**src/rtl/audio_pkg.sv**
```systemverilog
// audio_pkg: definitions shared by the audio byte packers and the host-side
// decoder.
//   packer_state_t      - frame emitter FSM states
//   SYNC_WORD_DEFAULT   - sync pattern the host decoder searches for
//   BYTE_ORDER_LSB_FIRST - frames go out least-significant byte first
package audio_pkg;

    typedef enum logic [1:0] {
        IDLE = 2'd0,
        DATA = 2'd1,
        SYNC = 2'd2
    } packer_state_t;

    localparam logic [23:0] SYNC_WORD_DEFAULT    = 24'hAAFF00;
    localparam bit          BYTE_ORDER_LSB_FIRST = 1'b1;

endpackage

```
**src/rtl/sample_queue.sv**
```systemverilog
// sample_queue: 2-entry synchronous FIFO.
//   clk, rst_n    - clock, synchronous active-low reset
//   push_i/data_i - write request and data; ignored when full unless popping
//                   on the same edge
//   pop_i         - read request; ignored when empty
//   data_o        - head entry (valid when !empty_o)
//   full_o/empty_o/count_o - occupancy
module sample_queue #(
    parameter int W = 24
) (
    input  logic         clk,
    input  logic         rst_n,
    input  logic         push_i,
    input  logic [W-1:0] data_i,
    input  logic         pop_i,
    output logic [W-1:0] data_o,
    output logic         full_o,
    output logic         empty_o,
    output logic [1:0]   count_o
);

    logic [W-1:0] mem_q [2];
    logic         wr_ptr_q, rd_ptr_q;
    logic [1:0]   cnt_q;
    logic         do_push, do_pop;

    assign full_o  = (cnt_q == 2'd2);
    assign empty_o = (cnt_q == 2'd0);
    assign count_o = cnt_q;
    assign data_o  = mem_q[rd_ptr_q];

    // A pop frees the slot on the same edge, so a full queue may still push.
    assign do_pop  = pop_i && !empty_o;
    assign do_push = push_i && (!full_o || do_pop);

    always_ff @(posedge clk) begin
        if (!rst_n) begin
            wr_ptr_q <= 1'b0;
            rd_ptr_q <= 1'b0;
            cnt_q    <= 2'd0;
        end else begin
            if (do_push) wr_ptr_q <= ~wr_ptr_q;
            if (do_pop)  rd_ptr_q <= ~rd_ptr_q;
            cnt_q <= cnt_q + {1'b0, do_push} - {1'b0, do_pop};
        end
    end

    // Storage needs no reset; entries are only read once written.
    always_ff @(posedge clk) begin
        if (do_push) mem_q[wr_ptr_q] <= data_i;
    end

endmodule

```
**src/rtl/sample_byte_packer.sv**
```systemverilog
// sample_byte_packer: serialises PCM samples into an 8-bit FIFO as
// fixed-size little-endian frames, with a sync frame after every
// SYNC_PERIOD data frames (and first after reset).
//   clk, rst_n     - clock, synchronous active-low reset
//   sample_valid   - one-cycle strobe for sample_data
//   sample_data    - PCM sample, top 8*BYTES_PER_SAMPLE bits are sent
//   fifo_full      - downstream FIFO full; stalls the current frame
//   fifo_wr_en     - byte write strobe
//   fifo_wr_data   - byte to write
//   sample_dropped - pulse when a sample arrives with the queue full
//   drop_count     - saturating count of dropped samples
//   busy           - frame in flight or samples queued
module sample_byte_packer
    import audio_pkg::*;
#(
    parameter int          DATA_SIZE        = 24,
    parameter int          BYTES_PER_SAMPLE = 3,
    parameter int          SYNC_PERIOD      = 126,
    parameter logic [23:0] SYNC_WORD        = SYNC_WORD_DEFAULT,
    parameter int          DROP_CNT_W       = 16
) (
    input  logic                  clk,
    input  logic                  rst_n,
    input  logic                  sample_valid,
    input  logic [DATA_SIZE-1:0]  sample_data,
    input  logic                  fifo_full,
    output logic                  fifo_wr_en,
    output logic [7:0]            fifo_wr_data,
    output logic                  sample_dropped,
    output logic [DROP_CNT_W-1:0] drop_count,
    output logic                  busy
);

    localparam int FW    = 8 * BYTES_PER_SAMPLE;
    localparam int CNT_W = $clog2(SYNC_PERIOD + 1);

    packer_state_t         state_q, state_d;
    logic [1:0]            idx_q, idx_d;
    logic [FW-1:0]         sh_q, sh_d;
    logic [CNT_W-1:0]      sync_cnt_q, sync_cnt_d;
    logic [DROP_CNT_W-1:0] drop_cnt_q, drop_cnt_d;
    logic                  dropped_q, busy_q, busy_d;

    logic                  q_push, q_pop, q_full, q_empty;
    logic [DATA_SIZE-1:0]  q_data;
    logic [1:0]            q_count, q_count_nxt;
    logic                  sync_due, wr, last_byte, drop;

    sample_queue #(.W(DATA_SIZE)) u_queue (
        .clk     (clk),
        .rst_n   (rst_n),
        .push_i  (q_push),
        .data_i  (sample_data),
        .pop_i   (q_pop),
        .data_o  (q_data),
        .full_o  (q_full),
        .empty_o (q_empty),
        .count_o (q_count)
    );

    assign sync_due  = (sync_cnt_q == CNT_W'(SYNC_PERIOD));
    // Sync has priority, so the queue is only popped on a data decision.
    assign q_pop     = (state_q == IDLE) && !sync_due && !q_empty;
    assign q_push    = sample_valid && (!q_full || q_pop);
    assign drop      = sample_valid && q_full && !q_pop;
    assign wr        = (state_q != IDLE) && !fifo_full;
    assign last_byte = (idx_q == 2'(BYTES_PER_SAMPLE - 1));

    // Gated by rst_n so an abandoned frame never writes during reset.
    assign fifo_wr_en     = wr && rst_n;
    assign fifo_wr_data   = sh_q[7:0];
    assign sample_dropped = dropped_q;
    assign drop_count     = drop_cnt_q;
    assign busy           = busy_q;

    always_comb begin
        state_d    = state_q;
        idx_d      = idx_q;
        sh_d       = sh_q;
        sync_cnt_d = sync_cnt_q;
        case (state_q)
            IDLE: begin
                idx_d = 2'd0;
                if (sync_due) begin
                    state_d = SYNC;
                    sh_d    = SYNC_WORD[FW-1:0];
                end else if (!q_empty) begin
                    state_d = DATA;
                    sh_d    = q_data[DATA_SIZE-1 -: FW];
                end
            end
            DATA, SYNC: begin
                // Everything holds while the FIFO is full.
                if (wr) begin
                    sh_d = sh_q >> 8;
                    if (last_byte) begin
                        state_d    = IDLE;
                        idx_d      = 2'd0;
                        sync_cnt_d = (state_q == DATA) ? sync_cnt_q + CNT_W'(1) : '0;
                    end else begin
                        idx_d = idx_q + 2'd1;
                    end
                end
            end
            default: state_d = IDLE;
        endcase
    end

    always_comb begin
        drop_cnt_d  = drop_cnt_q;
        if (drop && (drop_cnt_q != '1)) drop_cnt_d = drop_cnt_q + DROP_CNT_W'(1);
        q_count_nxt = q_count + {1'b0, q_push && (!q_full || q_pop)} - {1'b0, q_pop};
        busy_d      = (state_d != IDLE) || (q_count_nxt != 2'd0);
    end

    always_ff @(posedge clk) begin
        if (!rst_n) begin
            state_q    <= IDLE;
            idx_q      <= 2'd0;
            sh_q       <= '0;
            sync_cnt_q <= CNT_W'(SYNC_PERIOD);
            drop_cnt_q <= '0;
            dropped_q  <= 1'b0;
            busy_q     <= 1'b0;
        end else begin
            state_q    <= state_d;
            idx_q      <= idx_d;
            sh_q       <= sh_d;
            sync_cnt_q <= sync_cnt_d;
            drop_cnt_q <= drop_cnt_d;
            dropped_q  <= drop;
            busy_q     <= busy_d;
        end
    end

endmodule
```
**config.mk**
```make
export PLATFORM = sky130hd
export DESIGN_NAME = sample_byte_packer
export DESIGN_NICKNAME = d
export VERILOG_FILES = /design/src/rtl/audio_pkg.sv /design/src/rtl/sample_queue.sv /design/src/rtl/sample_byte_packer.sv
export SDC_FILE = /design/constraint.sdc
export NUM_CORES = 1
export LEC_CHECK = 0
export ABC_CLOCK_PERIOD_IN_PS = 6100
export CAP_MARGIN = 20
export CORE_ASPECT_RATIO = 1.25
export CORE_UTILIZATION = 50
export CTS_CLUSTER_SIZE = 28
export DETAILED_ROUTE_END_ITERATION = 12
export HOLD_SLACK_MARGIN = 0.1
export PLACE_DENSITY = 0.71
export SYNTH_ARGS = -nofsm -noshare
export SYNTH_HDL_FRONTEND = slang
export SYNTH_SLANG_ARGS = --single-unit
```
**constraint.sdc**
```tcl
create_clock -name clk -period 6.1 [get_ports clk]
set_input_delay 0.915 -clock clk [delete_from_list [all_inputs] [get_ports clk]]
set_output_delay 0.915 -clock clk [all_outputs]
set_load 0.05 [all_outputs]
```
==> results of run 1 <==
-- power groups by stage --
stage                     registers (W)  logic, W  clock network, W
after floorplan                0.000846  0.000161                 0
after global placement         0.000843  0.000225                 0
after detailed placement       0.000845  0.000229                 0
after CTS                      0.000829  0.000230          0.000440
after global routing           0.000834  0.000249          0.000474
final                          0.000828  0.000226          0.000432
-- registers in the layout, indices dropped and copies added (netlist names), 2 cells and up, named ones only --
register and count:
idx_q 2, sync_cnt_q 7, u_queue.mem_q 48, state_q 2, u_queue.count_o 2, sh_q 24, drop_count 16
-- layer usage --
metal / wire, um / vias up / share of wire (%)
li1: - / 1593 / -
met1: 3550 / 1537 / 41
met2: 4580 / 69 / 53
met3: 266 / 14 / 3.1
met4: 187 / 0 / 2.2
met5: 0 / - / 0
-- final cells by class --
cell class	instances	area, um^2	area share, %
clock buffers	12	145	2.69
clock inverters	4	51.3	0.952
inverters	18	67.6	1.25
multi-input cells	269	1790	33.1
flip-flops and latches	106	2600	48.3
well taps	120	150	2.79
repair buffers	60	586	10.9
-- tightest hold or removal path: stages (launching register included) --
cell and delay [ns]:
dfxtp_1 0.32, nand2_1 0.05, a21oi_1 0.05
-- cells in the final DEF, fill, tap and decap left out, types with 2 or more instances in the layout --
cell | netlist | routed
a21o_1 | 2 | 2
mux2i_1 | 17 | 17
a21oi_1 | 24 | 24
dfxtp_1 | 58 | 58
a211oi_1 | 3 | 3
edfxtp_1 | 48 | 48
buf_4 | 8 | 6
clkdlybuf4s50_1 | 0 | 54
clkbuf_8 | 0 | 10
ha_1 | 10 | 10
nand3_1 | 15 | 15
nand4_1 | 5 | 5
nor2_1 | 29 | 29
inv_1 | 16 | 16
a2111oi_2 | 2 | 2
mux2_2 | 12 | 12
nand2b_1 | 6 | 6
nor4_1 | 4 | 4
and2_1 | 5 | 5
a221oi_1 | 8 | 8
nor3b_1 | 4 | 4
clkbuf_1 | 12 | 2
nand2_1 | 50 | 50
o211ai_1 | 2 | 2
a221o_1 | 8 | 8
o21ai_0 | 7 | 7
o211a_1 | 2 | 2
nor3_1 | 12 | 12
xnor2_1 | 11 | 11
nor2b_1 | 3 | 2
nor3_2 | 2 | 2
o311ai_0 | 4 | 4
and3_1 | 2 | 2
-- per-stage QoR --
step | instances | util, % | hold WS, ns | setup WS [ns]
4_1_cts | 589 | 61.3 | 0.462 | 2.05
3_3_place_gp | 573 | 59.0 | 0.439 | 2.14
6_report | 589 | 61.3 | 0.458 | 2.05
3_5_place_dp | 573 | 59.0 | 0.449 | 2.06
2_1_floorplan | 423 | - | 0.432 | 2.89
5_1_grt | 589 | 61.3 | 0.479 | 1.83
-- cells by family after synthesis --
logic type / share of synthesized area (%)
buf+inv: 4.83
compound gates: 11.2
simple gates: 15.9
xor+xnor: 2.28
mux: 6.62
flops: 56.5
fa+ha+maj: 2.72
-- worst paths after layout --
kind,slack (ns),end
setup reg to reg,3.34,sync_cnt_q[5]
hold reg to reg,0.46,sh_q[21]
hold / removal,0.46,sh_q[21]
setup / recovery,2.05,fifo_wr_en
==> summary.md, run 1 <==
| Metric | Value |
|---|---|
| Filler Cells Inserted | approximately 740 |
| Worst vdd ir | approximately 0.19 mV |
| Die ar. | ~9600 um^2 |
| Clock Sinks | 106 |
| CP cell instances | clkdlybuf4s50_1 > clkinv_1 > nor3_1 > clkdlybuf4s50_1 |
| Post-synth top area cell | edfxtp_1 |
| Buffers on Ports | between 50 and 60 |
| Slew margin rel. | 45.0% |
| Met3 usage | around 3.2% |
| Switching part of the total power | a little over a quarter |
| CTS tree | built |
| Yosys warning total | 0 |
| Clock network power share | between 20% and 30% |
| Synthesized area | ~4600 um^2 |
| Chip height | between 100 and 150 um |
| FMAX | approximately 250 MHz |
| CP most frequent cell | clkdlybuf4s50_1 |
| Register-to-Register Path Depth | 7 |
| Net Count, Synth | around 460 |
| Ranking of synthesized cells by area | edfxtp_1 31%, dfxtp_1 25%, nand2_1 4.1% |
| Row cnt | 38 |
| Synth Register Bits | about 110 |
| Layout cells sized above 1 | under 10% |
| Yosys top cell area share | approximately 31% |
| Psw | 0.000390 W |
| Met1 usage | ~22% |
| Min-delay src | sh_q[21] |
| Initial core utilization | 52.4% |
| CTS Buf Count | 9 |
| Critical Path End Type | primary output |
| Async set-or-reset flop fraction in the synthesized netlist | 0% |
| RSZ-0062 raised after global routing | no |
| Max incr delay on CP | just under 1 ns |
| Status | complete, no violations |
| Crit-path max FO | 21 |
| Area growth syn-to-layout | 16.9% |
| # Max-Cap Violations | 0 |
| Resize count post-CTS | 0 |
| Synth Flop Type | dfxtp_1 |
| WP buf/inv | 3 |
| Cts hold-fix bufs | 0 |
| Die extent in x | 87.9 um |
| Clock buffer depth | 2 |
| Postcts setup bufs | 0 |
| Clock skew | between 0.008 and 0.009 ns |
| Layout Nets | roughly 500 |
| Vias | roughly 3200 |
| Power, Total | 0.00149 W |
| Kind of critical path | primary input to primary output |
| Crit path max-delay family | buffers and inverters |
| Hold path cells | 2 |
| Cells after Synth | 423 |
| H-tree depth | 3 |
| Dpl cell area | roughly 5200 um^2 |
| Leak | approximately 1.9 nW |
| Period utilization | 66.3% |
| Antenna violations before repair | 0 |
| Routability cong. | slightly above 0.8 |
| Least-Margin Pin Slew | about 0.83 ns |
| Clock Root Buffer | clkbuf_8 |
| Power Dens Cells | ~280 nW/um^2 |
| CP arrival | between 3 and 4 ns |
| Pin count of the biggest net entering global routing | 42 |
| Wire per inst | between 10 and 15 um |
| Final Slew Violations | 0 |
| Reg2Reg Launch Point | state_q[0] |
| Min-delay worst type | register to register |
| Final Cell Area | 5390 um^2 |
| Vias per inst | around 5.5 |
| Gr ovfl total | 0 |
| Sequential fraction of the synthesis area | 56.5% |
| Clock slew seen by the registers of the worst setup and hold paths | 0.09 ns |
| Ports | 55 |
| Average size of a mapped cell | around 11 um^2 |
| CP Depth | 4 |
| Core area | ~8800 um^2 |
| Post-Route WL | 8.58 mm |
| CP max-delay cell | clkdlybuf4s50_1 |
| GR Util All Layers | between 10% and 20% |
| Top post-synthesis cells by count | 58 x dfxtp_1, 50 x nand2_1, 48 x edfxtp_1 |
| Gr busiest metal | met2 |
| Crit path from | rst_n |
| Met2 Track Usage GR | a little over a third |
| Vias in the first global route | ~3200 |
| Combinational power share | between 10% and 20% |
| Sequential share of power | ~56% |
| Required @ worst endpoint | slightly above 5 ns |
| Dpl hpwl | 5.73 mm |
| Antenna Violating Nets Remaining | 0 |
| Setup TNS Final | 0 ns |
| Count leader, synth | dfxtp_1 |
| Diode count | 0 |
| Unique masters post-synth | 54 |
| Tmin final | just over 4 ns |
| Drt drc | 0 |
| DRT Pass-1 Iters | 4 |
| Skew-Pair Late Insertion Delay | roughly 0.36 ns |
| Worst setup SP type | primary input |
| First-pass GRT wire length | between 10 and 15 mm |
| Final setup viols | 0 |
| Final Hold Vio Count | 0 |
| 1st-iter DRT viols | ~120 |
| Int Pwr | between 0.001 and 0.0015 W |
| EDFF count, synth | 48 |
(Power assumes the default switching activity.)
==> inputs of run 2 (changes only) <==
--- a/config.mk
+++ b/config.mk
@@ -5,14 +5,14 @@
 export SDC_FILE = /design/constraint.sdc
 export NUM_CORES = 1
 export LEC_CHECK = 0
-export ABC_CLOCK_PERIOD_IN_PS = 6100
+export ABC_CLOCK_PERIOD_IN_PS = 3600
 export CAP_MARGIN = 20
 export CORE_ASPECT_RATIO = 1.25
 export CORE_UTILIZATION = 50
 export CTS_CLUSTER_SIZE = 28
 export DETAILED_ROUTE_END_ITERATION = 12
 export HOLD_SLACK_MARGIN = 0.1
-export PLACE_DENSITY = 0.71
+export PLACE_DENSITY = 0.74
 export SYNTH_ARGS = -nofsm -noshare
 export SYNTH_HDL_FRONTEND = slang
 export SYNTH_SLANG_ARGS = --single-unit
==> constraint.sdc (replaced) <==
create_clock -name clk -period 3.6 [get_ports clk]
set_input_delay 0.54 -clock clk [delete_from_list [all_inputs] [get_ports clk]]
set_output_delay 0.54 -clock clk [all_outputs]
set_load 0.05 [all_outputs]
==> summary.md, run 2 (synthesized netlist as in run 1, its figures left out) <==
| Metric | Value |
|---|---|
| Status | complete, no violations |
| CTS Buf Count | 9 |
| DRT Pass-1 Iters | 5 |
| Clock Sinks | around 110 |
| Power Dens Cells | 473 nW/um^2 |
| Met3 WL post-DR | 344 um |
| Clock Root Buffer | clkbuf_8 |
| Postcts setup bufs | 0 |
| Drt drc | 0 |
| Tmin final | about 2.7 ns |
| Cts hold-fix bufs | 0 |
| 1st-iter DRT viols | between 150 and 200 |
| Vias | ~3200 |
| Chip height | roughly 110 um |
| Resize count post-CTS | 0 |
| Die ar. | roughly 9600 um^2 |
| Gr ovfl total | 0 |
| Crit-path max FO | 25 |
| Initial core utilization | a little over half |
| Footprint of the multi-input gates | between 1500 and 2000 um^2 |
| Worst Hold Margin | 0.463 ns |
| Required @ worst endpoint | between 3 and 4 ns |
| Core area | between 8000 and 9000 um^2 |
| Critical Path End Type | register |
| Most common cell after layout, fill and taps aside | dfxtp_1 |
| Ports | 55 |
| Layout cells sized above 1 | 10.2% |
| Setup TNS Final | 0 ns |
| FF+latch area | approximately 2600 um^2 |
| Layout Nets | between 500 and 600 |
| Commonest non-fill, non-tap cells in the layout | 58 x dfxtp_1, 53 x clkdlybuf4s50_1, 50 x nand2_1 |
| Worst setup SP type | register |
| Pin count of the biggest net entering global routing | 42 |
| First-pass GRT wire length | about 14 mm |
| Row cnt | 38 |
| Slew margin rel. | 48.8% |
| Final Hold Vio Count | 0 |
| Final Slew Violations | 0 |
| CP arrival | 2.94 ns |
| DR top layer | met4 |
| CTS tree | built |
| Met2 wire length | 4.54 mm |
| Min-delay worst type | register to register |
| Final Cell Area | roughly 5400 um^2 |
| DRT met1 WL | between 3 and 4 mm |
| Vias per inst | about 5.5 |
| Clock buffer depth | 2 |
| Skew-Pair Late Insertion Delay | between 0.3 and 0.4 ns |
| Area growth syn-to-layout | 17.8% |
| Final setup viols | 0 |
| Buffers on Ports | 54 |
| Filler Cells Inserted | 730 |
| Antenna violations before repair | 0 |
| Clock skew | slightly below 0.01 ns |
| Kind of critical path | register to register |
| Antenna Violating Nets Remaining | 0 |
| Routability cong. | roughly 0.86 |
| FMAX | 375 MHz |
| Least-Margin Pin Slew | ~0.77 ns |
| GR Util All Layers | around a fifth |
| Most flops, register | u_queue.mem_q |
| Worst vdd ir | about 0.31 mV |
| Clock slew seen by the registers of the worst setup and hold paths | 0.11 ns |
| Vias in the first global route | between 3000 and 4000 |
| # Max-Cap Violations | 0 |
| Period utilization | between 70% and 80% |
| Final Core Density | ~62% |
| Dpl cell area | about 5200 um^2 |
| Largest register FFs | 48 |
| Diode count | 0 |
| Dpl hpwl | 5.83 mm |
| Wire per inst | between 10 and 15 um |
| Die extent in x | approximately 88 um |
| H-tree depth | 3 |
| RSZ-0062 raised after global routing | no |
| Leak | 1.91 nW |
| Post-Route WL | between 8 and 9 mm |
## run 2: changes by cell type in the layout (fill, tap and decap cells not counted), sizes merged
cell           before  now
clkinvlp            1    0
clkbuf             12    9
clkdlybuf4s50      54   53
buf                 6    8
clkinv              2    3
inv                18   21
## run 2: worst max-delay path: stages (launching register included)
cell	delay [ns]
dfxtp_1	0.42
inv_1	0.07
ha_1	0.79
nor3b_2	0.42
and2_1	0.29
nand2_1	0.13
or2_0	0.25
o311ai_1	0.22
## run 2: through the flow
step	worst slack (ns)	power [W]	instances
after floorplan	0.613	0.00171	423
after global placement	1.08	0.00181	574
after detailed placement	0.944	0.00182	574
after CTS	0.953	0.00259	590
after global routing	0.662	0.00269	590
final	0.932	0.00257	590
## run 2: worst paths after layout
kind	from	end	slack (ns)	cells past startpoint
max	state_q[0]	sync_cnt_q[5]	0.93	7
min	sh_q[21]	sh_q[21]	0.46	2
max reg2reg	state_q[0]	sync_cnt_q[5]	0.93	7
min reg2reg	sh_q[21]	sh_q[21]	0.46	2
## run 2: power by group
group	internal, W	switching [W]
Clock	0.000344	0.000433
Combinational	0.000152	0.000235
Sequential	0.00136	0.0000416
Total	0.00186	0.000710
## run 2: area by class of cell
type | instances | share of cell area [%]
sequential | 106 | 47.9
multi-input combinational | 269 | 32.9
timing repair buffer | 61 | 11.1
tap | 120 | 2.77
clock buffer | 9 | 2.28
clock inverter | 7 | 1.75
inverter | 18 | 1.24
## run 2: layer usage
layer	up-vias	GRT usage (%)
met2	77	33.9
met5	-	0
met4	0	6.21
li1	1600	-
met3	8	4.28
met1	1542	23.8
